File: config.mk
export PLATFORM = sky130hd
export DESIGN_NAME = sevseg_capture
export DESIGN_NICKNAME = d
export VERILOG_FILES = /design/src/rtl/sevseg_pkg.sv /design/src/rtl/sevseg_decode.sv /design/src/rtl/sevseg_capture.sv
export SDC_FILE = /design/constraint.sdc
export NUM_CORES = 1
export LEC_CHECK = 0
export CAP_MARGIN = 15
export CORE_ASPECT_RATIO = 1.25
export CORE_UTILIZATION = 50
export DETAILED_ROUTE_END_ITERATION = 7
export GPL_TIMING_DRIVEN = 1
export PLACE_DENSITY = 0.73
export SLEW_MARGIN = 5
export SYNTH_ARGS = -nofsm -noshare
export SYNTH_HDL_FRONTEND = slang
export SYNTH_HIERARCHICAL = 1
export SYNTH_SLANG_ARGS = --single-unit
export TNS_END_PERCENT = 5
File: constraint.sdc
create_clock -name clk -period 5.5 [get_ports clk]
set_clock_uncertainty 0.15 [all_clocks]
set_input_delay 0.825 -clock clk [delete_from_list [all_inputs] [get_ports clk]]
set_output_delay 0.825 -clock clk [all_outputs]
set_load 0.1 [all_outputs]
File: src/rtl/sevseg_pkg.sv
// Shared types, glyph table and helpers for the seven-segment capture path.
package sevseg_pkg;

    localparam int unsigned SEG_W   = 7;
    localparam int unsigned NIB_W   = 4;
    localparam int unsigned GLYPH_N = 16;

    typedef enum logic [1:0] {
        IDLE   = 2'd0,
        SETTLE = 2'd1,
        HELD   = 2'd2
    } state_e;

    // Active-high gfedcba patterns; entry i is the glyph for nibble i.
    localparam logic [GLYPH_N-1:0][SEG_W-1:0] GLYPH_TBL = {
        7'h71, 7'h79, 7'h5E, 7'h39, 7'h7C, 7'h77, 7'h6F, 7'h7F,
        7'h07, 7'h7D, 7'h6D, 7'h66, 7'h4F, 7'h5B, 7'h06, 7'h3F
    };

    function automatic logic is_onehot(input logic [31:0] v);
        return (v != 32'd0) && ((v & (v - 32'd1)) == 32'd0);
    endfunction

endpackage

File: src/rtl/sevseg_decode.sv
// Combinational reverse lookup: active-high segment pattern to hex nibble.
module sevseg_decode
    import sevseg_pkg::*;
(
    input  logic [SEG_W-1:0] pattern_i,
    output logic             valid_c_o,
    output logic [NIB_W-1:0] nibble_c_o
);

    always_comb begin
        valid_c_o  = 1'b0;
        nibble_c_o = '0;
        for (int i = 0; i < int'(GLYPH_N); i++) begin
            if (pattern_i == GLYPH_TBL[i]) begin
                valid_c_o  = 1'b1;
                nibble_c_o = NIB_W'(i);
            end
        end
    end

endmodule

File: src/rtl/sevseg_capture.sv
// Receive-side monitor for a multiplexed seven-segment display: synchronises the
// scanned pins, waits for a stable sample and rebuilds one decoded value per digit.
module sevseg_capture
    import sevseg_pkg::*;
#(
    parameter int unsigned DIGITS         = 4,
    parameter bit          SEG_ACTIVE_LOW = 1'b1,
    parameter bit          SEL_ACTIVE_LOW = 1'b1,
    parameter int unsigned STABLE_CYCLES  = 16
) (
    input  logic                      clk,
    input  logic                      rst,
    input  logic [SEG_W-1:0]          seg_pins,
    input  logic [DIGITS-1:0]         sel_pins,
    output logic [NIB_W*DIGITS-1:0]   digits,
    output logic [DIGITS-1:0]         digit_valid,
    output logic [SEG_W*DIGITS-1:0]   raw_segs,
    output logic                      update,
    output logic                      frame_done,
    output logic                      overlap_err
);

    localparam int unsigned      CNT_W    = $clog2(STABLE_CYCLES);
    localparam logic [CNT_W-1:0] CNT_MAX  = CNT_W'(STABLE_CYCLES - 1);
    localparam logic [SEG_W-1:0] SEG_IDLE = {SEG_W{SEG_ACTIVE_LOW}};
    localparam logic [DIGITS-1:0] SEL_IDLE = {DIGITS{SEL_ACTIVE_LOW}};

    logic [SEG_W-1:0]  seg_s1_q, seg_s2_q, seg_p_q;
    logic [DIGITS-1:0] sel_s1_q, sel_s2_q, sel_p_q;
    logic [CNT_W-1:0]  stab_cnt_q, stab_cnt_d;
    state_e            state_q;
    logic [SEG_W-1:0]  last_seg_q;
    logic [DIGITS-1:0] last_sel_q;
    logic [DIGITS-1:0] seen_q;
    logic              update_q, frame_q, overlap_q;

    logic [SEG_W-1:0]  seg_n_c;
    logic [DIGITS-1:0] sel_n_c;
    logic [DIGITS-1:0] seen_nx_c;
    logic              sample_chg_c, sel_onehot_c, sel_multi_c, stable_c;
    logic              repeat_c, capture_c, frame_c;
    logic              dec_valid_c;
    logic [NIB_W-1:0]  dec_nib_c;

    // Two-flop synchroniser (reset to the inactive pin levels) plus previous-sample register.
    always_ff @(posedge clk or posedge rst) begin
        if (rst) begin
            seg_s1_q <= SEG_IDLE;
            seg_s2_q <= SEG_IDLE;
            seg_p_q  <= SEG_IDLE;
            sel_s1_q <= SEL_IDLE;
            sel_s2_q <= SEL_IDLE;
            sel_p_q  <= SEL_IDLE;
        end else begin
            seg_s1_q <= seg_pins;
            seg_s2_q <= seg_s1_q;
            seg_p_q  <= seg_s2_q;
            sel_s1_q <= sel_pins;
            sel_s2_q <= sel_s1_q;
            sel_p_q  <= sel_s2_q;
        end
    end

    always_comb begin
        seg_n_c      = seg_s2_q ^ SEG_IDLE;
        sel_n_c      = sel_s2_q ^ SEL_IDLE;
        sample_chg_c = (seg_s2_q != seg_p_q) || (sel_s2_q != sel_p_q);
        sel_onehot_c = is_onehot(32'(sel_n_c));
        sel_multi_c  = (sel_n_c != '0) && !sel_onehot_c;
        stable_c     = !sample_chg_c && (stab_cnt_q == CNT_MAX);

        if (sample_chg_c) begin
            stab_cnt_d = '0;
        end else if (stab_cnt_q == CNT_MAX) begin
            stab_cnt_d = stab_cnt_q;
        end else begin
            stab_cnt_d = stab_cnt_q + CNT_W'(1);
        end

        // A sample that merely returns to the last captured value (short glitch) is not re-captured.
        repeat_c  = (seg_n_c == last_seg_q) && (sel_n_c == last_sel_q);
        capture_c = (state_q == SETTLE) && stable_c && sel_onehot_c && !repeat_c;
        seen_nx_c = seen_q | sel_n_c;
        frame_c   = &seen_nx_c;
    end

    sevseg_decode u_decode (
        .pattern_i  (seg_n_c),
        .valid_c_o  (dec_valid_c),
        .nibble_c_o (dec_nib_c)
    );

    always_ff @(posedge clk or posedge rst) begin
        if (rst) begin
            stab_cnt_q <= '0;
            state_q    <= IDLE;
            last_seg_q <= '0;
            last_sel_q <= '0;
            seen_q     <= '0;
            update_q   <= 1'b0;
            frame_q    <= 1'b0;
            overlap_q  <= 1'b0;
        end else begin
            stab_cnt_q <= stab_cnt_d;
            update_q   <= capture_c;
            frame_q    <= capture_c && frame_c;

            case (state_q)
                IDLE: begin
                    last_seg_q <= '0;
                    last_sel_q <= '0;
                    if (sel_onehot_c) begin
                        state_q <= SETTLE;
                    end
                end
                SETTLE: begin
                    if (!sel_onehot_c) begin
                        state_q <= IDLE;
                    end else if (stable_c) begin
                        state_q    <= HELD;
                        last_seg_q <= seg_n_c;
                        last_sel_q <= sel_n_c;
                    end
                end
                HELD: begin
                    if (sample_chg_c) begin
                        state_q <= sel_onehot_c ? SETTLE : IDLE;
                    end
                end
                default: state_q <= IDLE;
            endcase

            // The capture completing a frame is kept as the first digit of the next one.
            if (capture_c) begin
                seen_q <= frame_c ? sel_n_c : seen_nx_c;
            end

            if (sel_multi_c && stable_c) begin
                overlap_q <= 1'b1;
            end
        end
    end

    for (genvar g = 0; g < int'(DIGITS); g++) begin : g_digit
        logic [NIB_W-1:0] nib_q;
        logic             vld_q;
        logic [SEG_W-1:0] raw_q;

        always_ff @(posedge clk or posedge rst) begin
            if (rst) begin
                nib_q <= '0;
                vld_q <= 1'b0;
                raw_q <= '0;
            end else if (capture_c && sel_n_c[g]) begin
                nib_q <= dec_valid_c ? dec_nib_c : '0;
                vld_q <= dec_valid_c;
                raw_q <= seg_n_c;
            end
        end

        assign digits[NIB_W*g +: NIB_W]   = nib_q;
        assign digit_valid[g]             = vld_q;
        assign raw_segs[SEG_W*g +: SEG_W] = raw_q;
    end

    assign update      = update_q;
    assign frame_done  = frame_q;
    assign overlap_err = overlap_q;

endmodule

# Word level (Yosys, flattened, before mapping)
# Index checks and enable logic that the tools add are counted.
# W data, S select, Z words.
# word_totals
ff_bits,105
out_inout_bits,51
# op_classes
n_addsub,2
n_eq_ne,29
muxes,47
n_bitwise,4
reduce_logical,24
# ops
op,n
$eq A7 B7 Y1 const B,12
$mux W4,14
$and A4 B32 Y32,1
$logic_not A32 Y1,1
$mux W1,18
$eq A7 B3 Y1 const B,2
$eq A7 B6 Y1 const B,2
$mux W7,2
$pmux W7 S2,1
$logic_and A1 B1 Y1,13
$mux W2,6
$mux W3,4
$ne A2 B2 Y1 const B,5
$pmux W4 S2,1
$eq A7 B7 Y1,1
$ne A7 B7 Y1,1
$not A7 Y7,1
$pmux W2 S3,1
$reduce_and A3 Y1,2
$sub A4 B1 Y5 const B,1
$add A4 B1 Y4 const B,1
$eq A4 B4 Y1,1
$eq A4 B4 Y1 const B,1
$ne A4 B4 Y1,1
11 further kinds,13

# Depth between registers and ports, before layout
# logic_depth
word_depth,19
depth_mapped,8
depth_no_buf,7

# Cells and area by module
# The synthesis kept the hierarchy.
# by_module_without_submodules
mod,n_inst,cells_each,area_each_um2
sevseg_capture,1,286,4334.2
sevseg_decode,1,53,367.9

# Worst setup path after synthesis
# Ideal clock, no wire load.
# synth_timing
kind,flip-flop to flip-flop
startpoint,register sel_s2_q[1]
endpoint,register g_digit[0].nib_q[0]
setup_ps,126
t_arrival_ps,2385
required_time_ps,5224
setup_slack_ps,2839
path_stages_with_launch,8
period_less_slack_ps,2661
cell_sequence,dfstp_2 buf_6 xnor2_1 nand4_1 or4_4 nor4_4 buf_6 mux2_4
# synth_via
elab_chain_len,8
# synth_lines
element,line,source
start: declaration,sevseg_capture.sv:29,"logic [DIGITS-1:0] sel_s1_q, sel_s2_q, sel_p_q;"
start signal: assignment,sevseg_capture.sv:59,sel_s2_q <= sel_s1_q;
$not A4 Y4 (no line) or $ne A4 B4 Y1 (tied branches),n/a,
$sub A4 B1 Y5 or $logic_or A1 B1 Y1 (tied branches),"sevseg_pkg.sv:21, sevseg_capture.sv:67",
$and A4 B32 Y32 or $logic_not A1 Y1 (tied branches),"sevseg_pkg.sv:21, sevseg_capture.sv:70",
$logic_not A32 Y1 or $logic_and A1 B1 Y1 (tied branches),"sevseg_pkg.sv:21, sevseg_capture.sv:70",
"$logic_and A1 B1 Y1, on equally long branches","sevseg_pkg.sv:21, sevseg_capture.sv:82",
$logic_and A1 B1 Y1,sevseg_capture.sv:82,capture_c = (state_q == SETTLE) && stable_c && sel_onehot_c && !repeat_c;
$logic_and A1 B1 Y1 *,sevseg_capture.sv:82,
$logic_and A1 B1 Y1 *,sevseg_capture.sv:154,end else if (capture_c && sel_n_c[g]) begin
end signal: assignment,sevseg_capture.sv:155,nib_q <= dec_valid_c ? dec_nib_c : '0;
end: declaration,sevseg_capture.sv:145,logic [NIB_W-1:0] nib_q;
# Every way passes the cells marked *; elsewhere a longest branch is shown, timed or not.
# A chain may end at the register's enable or synchronous reset.

# Final worst setup path
# layout_timing
startpoint,register sel_s2_q[0]
endpoint,register g_digit[3].nib_q[3]
# layout_via
elab_chain_len,8
# layout_lines
element,line
$not A4 Y4 (no line) or $ne A4 B4 Y1 (tied branches),n/a
$sub A4 B1 Y5 or $logic_or A1 B1 Y1 (tied branches),"sevseg_pkg.sv:21, sevseg_capture.sv:67"
$and A4 B32 Y32 or $logic_not A1 Y1 (tied branches),"sevseg_pkg.sv:21, sevseg_capture.sv:70"
$logic_not A32 Y1 or $logic_and A1 B1 Y1 (tied branches),"sevseg_pkg.sv:21, sevseg_capture.sv:70"
"$logic_and A1 B1 Y1, on equally long branches","sevseg_pkg.sv:21, sevseg_capture.sv:82"
$logic_and A1 B1 Y1,sevseg_capture.sv:82
$logic_and A1 B1 Y1 *,sevseg_capture.sv:82
$logic_and A1 B1 Y1 *,sevseg_capture.sv:154
end signal: assignment,sevseg_capture.sv:155
end: declaration,sevseg_capture.sv:145
# Marks and branches as above.

==> impl_metrics.ini <==
[logic_synthesis]
synth-seq-cells = 105
synthCells = 339
yosysTopAreaCell = dfrtp_1
syn_avg_cell_area_um2 = 13.9
synthTopCellsByArea = dfrtp_1, dfstp_2, mux2_4
synth_area_um2 = 4700
yosysUniqueCellTypes = 55
ys_seq_area_frac = 0.568
synth_nets = 353
ys_async_sr_fraction = 1.00
synth_top_area_share = 0.383
synth_edf_count = 0
ys_warn_count = 6
ys.flop_type = dfrtp_1

[die]
die_w_um = 88.7
die_h_um = 110
die_area_um2 = 9800
num_rows = 39
start_util = 0.515
core_um2 = 9130
io_pins = 64

[drt]
vias = 2715
via_per_inst = 5.21
ant_nets = 0
drt_pass1_iterations = 4
drc = 0
routed_wl_mm = 8.13
drt-initial-drc-count = 146
wl_per_cell_um = 15.6

[global_routing]
antenna_found_initial = 0
grt_first_pass_wirelength_mm = 13.8
grt_overflow = 0
grt_usage = 0.183
grt_max_degree = 73
grt_pass1_vias = 2770

[clock_tree]
cts.htree.levels = 3
post-cts-setup-buffers = 0
tritoncts = yes
cts_hold_buf = 0
root_buffer = clkbuf_16
clockBufferDepth = 2
post_cts_resized = 0
cts_made_buffers = 9
cts.sinks = 105
clk_pin_slew_ns = 0.07
insertion_delay_ns = 0.34

[sta]
max_clock_freq_mhz = 301
hold_viol = 0
maxSlewHeadroom = 0.215
worstMarginPinSlew_ns = 1.17
hold_ws_ns = 0.206
slew_violations = 0
fin_crit_ns = 3.32
finalSetupTns_ns = 0
min_period_over_period = 0.604
rsz0062_at_grt = no
setup_violations = 0

[pwr]
ir_drop_uv = 185
power_density_nw_per_um2 = 272
p_leak_nw = 2.49
p_total_mw = 1.53

[critical_path]
cp.required_ns = 5.57
cp-end-kind = flop
cp_max_fo = 13
crit_type = reg -> reg
start_kind = flop
crit_arrival_ns = 3.40
rrSetupSlack_ns = 2.18

[finish]
final_cell_mix = dfrtp_1, clkdlybuf4s50_1, mux2_4, dfstp_2, nand2_1
multi_input_area_um2 = 1810
n_fill_cell = 722
final_common_cell = dfrtp_1
drive_above_1_share = 0.291
final_nets = 407
fin_util = 0.618
diodes = 0
final_area_um2 = 5640
areaGrowthSynthToFinish_pct = 20.0
register_area_um2 = 2670

[placement]
hpwl_mm = 5.77
placed_area_um2 = 5330
routabilityCongestion = 0.840
io_buffers = 63

[hold_path]
hp-class = reg -> reg

[run]
cap_violations = 0

[status]
status = complete, no violations
sequential cells by signal, indices dropped and copies added (netlist names):
register and flops:
last_seg_q 7, frame_done 1, last_sel_q 4, state_q 2
g_digit.nib_q 16, overlap_err 1, seg_p_q 7, sel_s2_q 4
seen_q 4, update 1, g_digit.raw_q 28, g_digit.vld_q 4
seg_s1_q 7, stab_cnt_q 4, seg_s2_q 7, sel_s1_q 4
sel_p_q 4
worst max-delay path: stages, from the launching register on:
cell and delay [ns]:
dfstp_2 0.67, xnor2_1 0.15, nand4_1 0.17, or4_4 0.63, nor4_4 1.01, mux2_2 0.42
path summary, 6_finish.rpt:
check,from,end,depth (start not counted)
hold reg to reg,seg_s1_q[5],seg_s2_q[5],0
min in group asynchronous,rst,last_sel_q[0],2
setup reg to reg,sel_s2_q[0],g_digit[3].nib_q[3],5
setup / recovery,sel_s2_q[0],g_digit[3].nib_q[3],5
max in group asynchronous,rst,seg_p_q[3],3
hold / removal,seg_s1_q[5],seg_s2_q[5],0
per-layer routing:
layer	share of wire	GRT usage
met1	0.44	0.246
met3	0.027	0.0247
met2	0.52	0.302
met5	0	0
met4	0.014	0.0645
where the power goes:
part	internal (mW)	switching, mW
clock	0.383	0.269
sequential	0.795	0.0138
combinational	0.0274	0.0461
total	1.21	0.329
stage by stage:
stage | worst slack, ns | std cells
after CTS | 2.12 | 521
after floorplan | 1.82 | 339
final | 2.18 | 521
after detailed placement | 2.14 | 505
after global routing | 2.04 | 521
after global placement | 2.24 | 505
final cells by class:
type / count / area share
inverter: 15 / 0.0104
timing repair buffer: 64 / 0.113
multi-input combinational: 198 / 0.321
sequential: 105 / 0.473
tap: 123 / 0.0273
clock inverter: 5 / 0.0102
clock buffer: 11 / 0.0450
logic make-up (layout without fill, tap and decap cells):
group                    after synthesis  in the layout  share of synthesized area
AND/OR/NAND/NOR                       85             85                      0.121
AO/OA/AOI/OAI                         26             26                     0.0434
multiplexers                          60             60                      0.169
flip-flops                           105            105                      0.568
buffers and inverters                 36             95                     0.0476
XOR/XNOR                              25             25                     0.0466
adder cells (fa/ha/maj)                2              2                    0.00479
synth_stat cells, drive strengths merged (7+ instances only):
cell type,number
buf,19
inv,15
nor2,8
and2,7
xnor2,14
dfrtp,72
mux2,48
nand3,9
dfstp,33
nand2,22
mux2i,12
nor4,8
xor2,11
Power figures use the tool's default switching activity.
